### config.mk
export PLATFORM = sky130hd
export DESIGN_NAME = expr_tx_flat
export DESIGN_NICKNAME = d
export VERILOG_FILES = /design/src/rtl/expr_tx_if.sv /design/src/rtl/expr_tx.sv /design/src/flat_wrapper.sv
export SDC_FILE = /design/constraint.sdc
export NUM_CORES = 1
export LEC_CHECK = 0
export ABC_AREA = 1
export CORE_MARGIN = 2
export CORE_UTILIZATION = 55
export CTS_CLUSTER_SIZE = 14
export DETAILED_ROUTE_END_ITERATION = 8
export PLACE_DENSITY = 0.83
export SLEW_MARGIN = 25
export SYNTH_ARGS = -nofsm -noshare
export SYNTH_HDL_FRONTEND = slang
export SYNTH_SLANG_ARGS = --single-unit
### constraint.sdc
create_clock -name clk -period 4.2 [get_ports clk]
set_input_delay 1.05 -clock clk [delete_from_list [all_inputs] [get_ports clk]]
set_output_delay 1.05 -clock clk [all_outputs]
set_load 0.005 [all_outputs]
### src/rtl/expr_tx_if.sv
// Character stream channel between the expression transmitter and its consumer.
// Carries one ASCII character per valid/ready handshake.
interface expr_tx_if;
  logic [7:0] out;
  logic       out_valid;
  logic       out_ready;

  modport master (
    output out,
    output out_valid,
    input  out_ready
  );

  modport slave (
    input  out,
    input  out_valid,
    output out_ready
  );
endinterface

### src/rtl/expr_tx.sv
// Expression stream transmitter: serialises a latched list of decimal operands
// and +/* operators as ASCII "d(op d)*", one character per accepted handshake.
module expr_tx #(
  parameter int unsigned MAX_TERMS = 4,
  parameter int unsigned TW        = $clog2(MAX_TERMS + 1)
) (
  input  logic                   clk,
  input  logic                   clr_n,
  input  logic                   start,
  input  logic [TW-1:0]          terms,
  input  logic [4*MAX_TERMS-1:0] digits,
  input  logic [MAX_TERMS-2:0]   ops,
  expr_tx_if.master              tx,
  output logic                   busy,
  output logic                   done,
  output logic                   err
);

  typedef enum logic [1:0] {
    IDLE,
    DIGIT,
    OP,
    DONE
  } state_t;

  localparam logic [7:0] CH_ZERO = 8'h30;
  localparam logic [7:0] CH_PLUS = 8'h2B;
  localparam logic [7:0] CH_MUL  = 8'h2A;

  state_t                 state;
  logic [TW-1:0]          idx;
  logic [TW-1:0]          terms_q;
  logic [4*MAX_TERMS-1:0] digits_q;
  logic [MAX_TERMS-2:0]   ops_q;

  logic                   legal;
  logic [3:0]             dig_next;
  logic                   op_cur;
  logic                   is_last;

  // Only digits below the requested operand count take part in the check.
  always_comb begin
    legal = 1'b1;
    if (terms == '0 || terms > TW'(MAX_TERMS))
      legal = 1'b0;
    for (int unsigned k = 0; k < MAX_TERMS; k++) begin
      if (TW'(k) < terms && digits[4*k +: 4] > 4'd9)
        legal = 1'b0;
    end
  end

  always_comb begin
    dig_next = '0;
    for (int unsigned k = 0; k < MAX_TERMS; k++) begin
      if (TW'(k) == idx + TW'(1))
        dig_next = digits_q[4*k +: 4];
    end
  end

  always_comb begin
    op_cur = 1'b0;
    for (int unsigned k = 0; k < MAX_TERMS - 1; k++) begin
      if (TW'(k) == idx)
        op_cur = ops_q[k];
    end
  end

  assign is_last = (idx == terms_q - TW'(1));

  // Outputs are registered alongside the state so that each one already
  // reflects the state being entered, giving Moore behaviour with no decode.
  always_ff @(posedge clk or negedge clr_n) begin
    if (!clr_n) begin
      state        <= IDLE;
      idx          <= '0;
      terms_q      <= '0;
      digits_q     <= '0;
      ops_q        <= '0;
      tx.out       <= '0;
      tx.out_valid <= 1'b0;
      busy         <= 1'b0;
      done         <= 1'b0;
      err          <= 1'b0;
    end else begin
      done <= 1'b0;
      err  <= 1'b0;
      case (state)
        IDLE: begin
          if (start) begin
            if (legal) begin
              terms_q      <= terms;
              digits_q     <= digits;
              ops_q        <= ops;
              idx          <= '0;
              state        <= DIGIT;
              tx.out       <= CH_ZERO + {4'h0, digits[3:0]};
              tx.out_valid <= 1'b1;
              busy         <= 1'b1;
            end else begin
              err <= 1'b1;
            end
          end
        end

        DIGIT: begin
          if (tx.out_ready) begin
            if (is_last) begin
              state        <= DONE;
              tx.out       <= '0;
              tx.out_valid <= 1'b0;
              done         <= 1'b1;
            end else begin
              state  <= OP;
              tx.out <= op_cur ? CH_MUL : CH_PLUS;
            end
          end
        end

        OP: begin
          if (tx.out_ready) begin
            idx    <= idx + TW'(1);
            state  <= DIGIT;
            tx.out <= CH_ZERO + {4'h0, dig_next};
          end
        end

        DONE: begin
          state <= IDLE;
          busy  <= 1'b0;
        end

        default: begin
          state        <= IDLE;
          tx.out       <= '0;
          tx.out_valid <= 1'b0;
          busy         <= 1'b0;
        end
      endcase
    end
  end

endmodule

### src/flat_wrapper.sv
// flat-port wrapper written by rule: the top's interface ports become plain ports
module expr_tx_flat 
#(
  parameter int unsigned MAX_TERMS = 4,
  parameter int unsigned TW        = $clog2(MAX_TERMS + 1)
)
  (clk, clr_n, start, terms, digits, ops, busy, done, err, tx_out, tx_out_valid, tx_out_ready);
  expr_tx_if tx_i ();
  input  logic clk;
  input  logic clr_n;
  input  logic start;
  input  logic [TW-1:0] terms;
  input  logic [4*MAX_TERMS-1:0] digits;
  input  logic [MAX_TERMS-2:0] ops;
  output logic busy;
  output logic done;
  output logic err;
  output wire logic [$bits(tx_i.out)-1:0] tx_out;
  output wire logic [$bits(tx_i.out_valid)-1:0] tx_out_valid;
  input wire logic [$bits(tx_i.out_ready)-1:0] tx_out_ready;
  assign tx_out = tx_i.out;
  assign tx_out_valid = tx_i.out_valid;
  assign tx_i.out_ready = tx_out_ready;
  expr_tx #(.MAX_TERMS(MAX_TERMS), .TW(TW)) u_core (.clk(clk), .clr_n(clr_n), .start(start), .terms(terms), .digits(digits), .ops(ops), .tx(tx_i), .busy(busy), .done(done), .err(err));
endmodule
Word-level counts from Yosys, hierarchy flattened
Index checks and enable logic that the tools add are counted.
Widths: inputs -> output; s select.
{"block": "word_totals", "mem_count": 0, "output_inout_bits": 12, "romBits": 0, "in_bits": 26, "word_cells": 97, "latch_bits": 0, "mem_bits_rw": 0, "register_bits": 39}
{"block": "classes", "eq_ne": 14, "n_reduce_logical": 19, "order_cmp": 9, "shifts": 0, "n_mul": 0, "div": 0, "mux": 41, "bitwise": 0, "add_sub_neg": 4}
{"cell": "$mux 8", "count": 5}
{"cell": "$pmux 8 s3", "count": 1}
{"cell": "$mux 1", "count": 20}
{"cell": "$gt 4x4->1 const B", "count": 4}
{"cell": "$mux 4", "count": 4}
{"cell": "$add 6x4->7 const A", "count": 2}
{"cell": "$reduce_and 5->1", "count": 2}
{"cell": "$eq 2x3->1 const A", "count": 3}
{"cell": "$logic_not 3->1", "count": 3}
{"cell": "$mux 3", "count": 3}
{"cell": "$mux 2", "count": 4}
{"cell": "$pmux 2 s4", "count": 1}
{"cell": "$reduce_and 4->1", "count": 2}
{"cell": "$eq 1x3->1 const A", "count": 2}
{"cell": "$lt 1x3->1 const A", "count": 2}
{"cell": "$lt 2x3->1 const A", "count": 2}
{"cell": "$ne 2x2->1 const B", "count": 3}
{"cell": "$pmux 3 s2", "count": 1}
{"cell": "$reduce_and 3->1", "count": 2}
{"cell": "$reduce_bool 2->1", "count": 3}
{"cell": "$eq 2x2->1 const B", "count": 2}
{"cell": "$logic_and 1x1->1", "count": 4}
{"cell": "$ne 2x1->1 const B", "count": 2}
{"cell": "$pmux 1 s2", "count": 2}
{"cell": "other kinds (8)", "count": 8}

Longest topological paths before layout
Gate-level depths: netlist of run 1.
{"block": "logic_depth", "depth_word": 10, "mapped_depth": 14, "depth_no_buf": 14}

Worst setup path after synthesis of run 1
OpenSTA, ideal clock, no wires.
{"block": "synth_path", "path_kind": "input to register", "startpoint": "in digits[6]", "endpoint": "reg u_core.digits_q[0]", "cell_stages": 9, "setup_time_ps": 116, "required_ps": 4084, "arrival_time_ps": 1908, "path_slack_ps": 2175, "path_cell_list": "o21ai_0 > nor2_1 > nor2_2 > nand3_2 > nor2_4 > inv_2 > buf_2 > nand2_1 > nand2_1"}
{"block": "synth_between", "elab_chain_len": 6}
{"item": "start: declaration", "line": "flat_wrapper.sv:13", "source": "input logic [4*MAX_TERMS-1:0] digits;"}
{"item": "$gt 4x4->1", "line": "expr_tx.sv:47", "source": "if (TW'(k) < terms && digits[4*k +: 4] > 4'd9)"}
{"item": "$logic_and 1x1->1", "line": "expr_tx.sv:47"}
{"item": "$mux 1 (3 in a row)", "line": "expr_tx.sv:47"}
{"item": "$reduce_and 3->1 (no source line)"}
{"item": "end signal: assignment", "line": "expr_tx.sv:92", "source": "digits_q <= digits;"}
{"item": "end: declaration", "line": "expr_tx.sv:33", "source": "logic [4*MAX_TERMS-1:0] digits_q;"}
No other way between the ends.
A chain may end at the register's enable or synchronous reset.

Final worst setup path of run 1
{"block": "layout_path", "startpoint": "in digits[6]", "endpoint": "reg u_core.terms_q[2]"}
{"block": "layout_between", "elab_chain_len": 6}
{"item": "$gt 4x4->1", "line": "expr_tx.sv:47"}
{"item": "$logic_and 1x1->1", "line": "expr_tx.sv:47"}
{"item": "$mux 1 (3 in a row)", "line": "expr_tx.sv:47"}
{"item": "$reduce_and 3->1 (no source line)"}
{"item": "end signal: assignment", "line": "expr_tx.sv:91", "source": "terms_q <= terms;"}
{"item": "end: declaration", "line": "expr_tx.sv:32", "source": "logic [TW-1:0] terms_q;"}
No other way between the ends.

==> results of run 1 <==
## kinds of logic (layout without fill, tap and decap cells)
family	count (synthesis)	count (layout)	synth area share [%]
xor+xnor	2	2	0.821
flops	37	37	43.4
buf+inv	42	80	8.50
simple gates	169	169	32.1
compound gates	31	31	7.97
fa+ha+maj	12	12	7.03
other cells	1	2	0.176
## report_power, final
group | internal, mW | total (mW) | switching [mW]
Sequential | 0.516 | 0.617 | 0.102
Clock | 0.236 | 0.364 | 0.128
Combinational | 0.331 | 0.790 | 0.460
## cell type report
type,count,area share (%)
Sequential cell,37,35.0
Multi-Input combinational cell,216,38.9
Timing Repair Buffer,37,13.8
Inverter,35,4.96
Clock inverter,3,2.46
Clock buffer,5,2.60
Tap cell,48,2.27
## stage by stage
| stage | instances | total power, mW |
|---|---|---|
| 6_report | 381 | 1.77 |
| 5_1_grt | 381 | 1.95 |
| 4_1_cts | 381 | 1.78 |
| 3_5_place_dp | 373 | 1.41 |
| 3_3_place_gp | 373 | 1.38 |
| 2_1_floorplan | 295 | 1.15 |
## final timing paths
path,from,end,slack (ns),depth (start not counted)
max,digits[6],u_core.terms_q[2],1.72,9
min,u_core.digits_q[13],u_core.digits_q[13],0.47,2
max reg2reg,u_core.idx[0],u_core.tx.out[1],2.10,12
min reg2reg,u_core.digits_q[13],u_core.digits_q[13],0.47,2
max in group asynchronous,clr_n,u_core.digits_q[14],2.70,2
min in group asynchronous,clr_n,u_core.terms_q[1],1.18,2
## flip-flops by register name, summed over array words and instances (netlist names)
register and count:
u_core.digits_q 16, u_core.tx.out 6, u_core.idx 3, u_core.ops_q 3, u_core.terms_q 3, u_core.state 2
u_core.busy 1, u_core.done 1, u_core.err 1, u_core.tx.out_valid 1
## critical path: stages
cell	delay [ns]
clkdlybuf4s50_1	0.41
o21ai_0	0.27
nor2_1	0.11
nor2_2	0.12
nand3_2	0.10
nor2_4	0.23
inv_2	0.20
nand2_1	0.10
o21ai_1	0.06
## placed cells by master (no fill, tap or decap)
master / Yosys / layout
ha_1: 12 / 12
nor2_2: 2 / 2
clkdlybuf4s50_1: 0 / 35
a21oi_1: 6 / 6
conb_1: 1 / 2
nor2_1: 18 / 18
nand4_1: 4 / 4
nand2_2: 1 / 1
clkbuf_8: 0 / 5
nand2_1: 130 / 130
dfrtp_1: 37 / 37
o21bai_1: 1 / 1
inv_2: 1 / 1
buf_4: 4 / 2
o21ai_0: 16 / 16
nand3_1: 11 / 11
o21ai_1: 3 / 3
nor2_4: 1 / 1
xnor2_1: 2 / 2
clkinv_2: 0 / 1
inv_1: 34 / 34
o211ai_1: 5 / 5
bufinv_16: 0 / 2
nand3_2: 2 / 2
## per-layer routing
metal	up-vias	share of wire [%]	track usage, %
met4	0	2.4	11.5
li1	981	-	-
met1	866	45	31.4
met2	53	48	38.9
met3	11	4.4	4.09
met5	-	0	0
==> out/summary.txt, run 1 <==
Number of hold buffers added after CTS -> 0
Inserted Diodes -> 0
Max frequency -> 0.403 GHz
Gr usage total -> 24.1%
Routed wire length -> 4510 um
Post-CTS Setup Repair Bufs -> 0
Fillers -> 313
Die width -> 66.3 um
LEAKAGE -> 1.41 nW
Starting density of the core -> 57.9%
Clk_lat worst skew -> 0.29 ns
Max Buffers Root-to-Sink -> 2
Synth top cells by count -> 130 x nand2_1, 37 x dfrtp_1, 34 x inv_1
Vias/cell -> 5.02
Avg Cell Area, Syn -> 7.26 um^2
Post-Layout Inst Area -> 0.00265 mm^2
Nets -> 370
DP Area -> 0.00251 mm^2
Ys async rst share -> 100%
Crit-path max FO -> 21
Hold crit path type -> register to register
Tmin final -> 2.48 ns
Synth Instances -> 294
RSZ-0062 raised after global routing -> no
Clock H-tree levels -> 2
IO Count -> 38
Max-Cap Viols -> 0
DRT iter0 DRCs -> 137
Multi-input gate area -> 0.00103 mm^2
CP Launch Type -> input port
Ranking of synthesized cells by area -> dfrtp_1 43%, nand2_1 23%, ha_1 7.0%, inv_1 6.0%, o21ai_0 3.8%
Top_reg_cell synth -> dfrtp_1
Synth warnings -> 0
Count of input and output buffers -> 35
Pwr per Cell Area -> 669 mW/mm^2
GRT Residual Overflow -> 0
Reg clk slew, reported paths -> 0.07 ns
EDFF count, synth -> 0
DR pass1 iterations -> 4
DP HPWL -> 3450 um
Number of gates resized after cts -> 0
Final Cycle Share -> 59.1%
Number of buffers created by CTS -> 5
CP required -> 4.37 ns
Minimum hold slack -> 0.473 ns
Synth top area share -> 43.4%
Setup-failing EPs final -> 0
DR vias -> 1,911
Synth cell types -> 23
Synth area leader -> dfrtp_1
FF+latch count, synth -> 37
Worst setup EP type -> register
Worst Skew -> 0.00454 ns
DIE AREA -> 0.00440 mm^2
Initial antenna violation count -> 0
Largest net degree at the start of global routing -> 38
First-pass GRT wire length -> 8000 um
Fin util -> 71.8%
Core Footprint -> 0.00369 mm^2
Placer's final routability congestion estimate -> 0.867
Sequential cell area fraction in the yosys report -> 43.4%
Clock Root Buffer -> clkbuf_8
Fin. Hold Viols -> 0
Share of cells above drive strength 1 -> 5.11%
TNS Setup -> 0 ns
Worst Slack Setup Final -> 1.72 ns
Die height -> 66.3 um
Status -> complete, no violations
# DRC -> 0
Top-count cell post-synth -> nand2_1
Register area -> 926 um^2
Num rows -> 22
Final Slew Violations -> 0
IR drop worst, VDD -> 0.404 mV
Area Growth Syn to Fin -> 24.0%
Clock tree sinks -> 37
DRT antenna net count -> 0
Critical path class -> input port to register
Vias in the first global route -> 1,865
Worst EP arrival -> 2.66 ns
Netlist Area Pre-Place -> 0.00213 mm^2
Avg WL per Cell -> 11.8 um
CTS tree -> yes
Pre-CTS WS -> 1.44 ns
Power figures use the tool's default switching activity.
==> run 2: changes to the inputs <==
--- a/config.mk
+++ b/config.mk
@@ -7,10 +7,10 @@
 export LEC_CHECK = 0
 export ABC_AREA = 1
 export CORE_MARGIN = 2
-export CORE_UTILIZATION = 55
+export CORE_UTILIZATION = 47
 export CTS_CLUSTER_SIZE = 14
 export DETAILED_ROUTE_END_ITERATION = 8
-export PLACE_DENSITY = 0.83
+export PLACE_DENSITY = 0.75
 export SLEW_MARGIN = 25
 export SYNTH_ARGS = -nofsm -noshare
 export SYNTH_HDL_FRONTEND = slang
==> constraint.sdc (replaced) <==
create_clock -name clk -period 2.1 [get_ports clk]
set_input_delay 0.525 -clock clk [delete_from_list [all_inputs] [get_ports clk]]
set_output_delay 0.525 -clock clk [all_outputs]
set_load 0.005 [all_outputs]
==> out/summary.txt, run 2 (synthesis results as in run 1) <==
Setup-failing EPs final -> 0 (unchanged)
Crit-path max cell delay -> 0.48 ns (+0.07 ns)
Routed wire length -> 4620 um (+2.4%)
Count of input and output buffers -> 35 (unchanged)
DR vias -> 1,917 (+0.31%)
Starting density of the core -> 49.0% (-8.8 points)
Max FFs per register -> 16 (unchanged)
Post-Layout Inst Area -> 0.00271 mm^2 (+2.3%)
Most frequent CP cell -> nand2_1
Max frequency -> 0.517 GHz
Final Slew Violations -> 0 (unchanged)
Max Buffers Root-to-Sink -> 2 (unchanged)
IR drop worst, VDD -> 0.535 mV (+33%)
# DRC -> 0 (unchanged)
Hold crit path type -> input port to async pin
DIE AREA -> 0.00510 mm^2 (+16%)
DRT iter0 DRCs -> 115 (-16%)
Inserted Diodes -> 0 (unchanged)
RSZ-0062 raised after global routing -> no
Crit path max-delay family -> simple AND/OR/NAND/NOR gates
Fin util -> 62.2% (-9.6 points)
Core Footprint -> 0.00435 mm^2 (+18%)
R2R Path Start -> u_core.idx[0]
Worst setup EP type -> register
Top Registers -> u_core.digits_q x16, u_core.tx.out x6
Buf/Inv on CP -> 2 (unchanged)
CTS tree -> yes
Avg WL per Cell -> 11.7 um (-1.5%)
Crit path to -> u_core.tx.out[2]
GRT Residual Overflow -> 0 (unchanged)
Clock tree sinks -> 37 (unchanged)
LEAKAGE -> 1.45 nW (+2.8%)
Nets -> 382 (+3.2%)
DRT antenna net count -> 0 (unchanged)
CP Launch Type -> input port
Die height -> 71.4 um (+7.7%)
Clock Root Buffer -> clkbuf_8
Clk_lat worst skew -> 0.29 ns (about the same)
Vias/cell -> 4.84 (-3.5%)
Largest net degree at the start of global routing -> 38 (unchanged)
Post-route insts no fill -> 396 (+3.9%)
Gr usage total -> 20.1% (-4.0 points)
Reg2reg end -> u_core.tx.out[0]
Die width -> 71.4 um (+7.7%)
Vias in the first global route -> 1,784 (-4.3%)
Crit. Startpoint -> terms[1]
FF-to-FF setup slack -> 0.23 ns (-1.87 ns)
Clock H-tree levels -> 2 (unchanged)
CP required -> 2.27 ns (-2.10 ns)
Critical path class -> input port to register
First-pass GRT wire length -> 8060 um (+0.69%)
Fin. Hold Viols -> 0 (unchanged)
Most flop-heavy register -> u_core.digits_q
DP HPWL -> 3630 um (+5.2%)
Area Growth Syn to Fin -> 26.8%
DP Area -> 0.00259 mm^2 (+3.0%)
Number of buffers created by CTS -> 5 (unchanged)
Status -> complete, no violations
Final Total Pwr -> 3.43 mW (+94%)
Initial antenna violation count -> 0 (unchanged)
Number of hold buffers added after CTS -> 0 (unchanged)
Share of cells above drive strength 1 -> 8.43% (+3.3 points)
Worst path cell trace -> clkdlybuf4s50_1, inv_1, nand2_1, nor2_1, nand2_1, nand2_1, nand3_2, nand2_1, nand3_2, nand2_1, nand2_1
Reg clk slew, reported paths -> 0.08 ns (about the same)
R2R cell count -> 11 (-1)
TNS Setup -> 0 ns (unchanged)
Placer's final routability congestion estimate -> 0.817 (-5.8%)
Inst Count DP -> 387 (+3.8%)
IO Count -> 38 (unchanged)
DR pass1 iterations -> 4 (unchanged)
Worst EP arrival -> 2.11 ns (-0.55 ns)
Crit-path max FO -> 6 (-71%)
Levels on crit path -> 11 (+2)
Most frequent cells in the layout -> 130 x nand2_1, 37 x dfrtp_1, 34 x inv_1, 34 x clkdlybuf4s50_1, 18 x nor2_1
Tmin final -> 1.93 ns
Num rows -> 24 (+9.1%)
Pwr per Cell Area -> 1270 mW/mm^2 (+89%)
Slowest CP cell -> clkdlybuf4s50_1
Max-Cap Viols -> 0 (unchanged)
Most common cell after layout, fill and taps aside -> nand2_1
Final Cycle Share -> 92.1%
Worst Skew -> 0.00878 ns (+0.00424 ns)
[run 2: where the power goes]
group	internal, mW	switching [mW]	leakage, nW	total [mW]
Sequential	1.03	0.202	0.467	1.23
Clock	0.260	0.238	0.0443	0.499
Combinational	0.740	0.958	0.935	1.70
[run 2: layout make-up]
cell class / instances / area, um^2
multi-input cells: 216 / 1050
flip-flops and latches: 37 / 926
repair buffers: 49 / 450
fillers: 385 / 1650
inverters: 35 / 131
clock buffers: 7 / 86.3
well taps: 52 / 65.1
[run 2: metal layers]
| metal | wire (um) | track usage [%] | part of all wire, % |
|---|---|---|---|
| met5 | 0 | 0 | 0 |
| met4 | 68 | 6.08 | 1.5 |
| met3 | 196 | 4.64 | 4.2 |
| met2 | 2090 | 32.7 | 45 |
| met1 | 2260 | 26.9 | 49 |
[run 2: repair_timing]
action	CTS	global route
endpoints found under the setup margin	0	6
setup buffers	0	2
gates resized for setup	0	3
[run 2: through the flow]
step                hold WS [ns]  setup WS, ns
finish                     0.274         0.166
global route               0.316      0.000226
CTS                        0.293         0.131
detailed placement         0.461        -0.168
global placement           0.451        -0.161
floorplan                  0.229         0.279
[run 2: worst min-delay path by stage]
| stage | from | end | slack [ns] | cells after the start |
|---|---|---|---|---|
| CTS | clr_n | u_core.err | 0.29 | 2 |
| floorplan | clr_n | u_core.busy | 0.23 | 0 |
| global placement | u_core.digits_q[15] | u_core.digits_q[15] | 0.45 | 2 |
| detailed placement | u_core.digits_q[13] | u_core.digits_q[13] | 0.46 | 2 |
| global route | clr_n | u_core.err | 0.32 | 2 |
| finish | clr_n | u_core.digits_q[0] | 0.27 | 2 |
[run 2: worst reg2reg max path, cell delays in order (launching register included)]
cell and delay (ns):
dfrtp_1 0.38, ha_1 0.21, ha_1 0.31, inv_1 0.11
nand2_1 0.18, nand2_1 0.12, inv_1 0.04, a21oi_1 0.16
nor2_1 0.05, a21oi_1 0.13, nand2_1 0.07, nand2_1 0.05
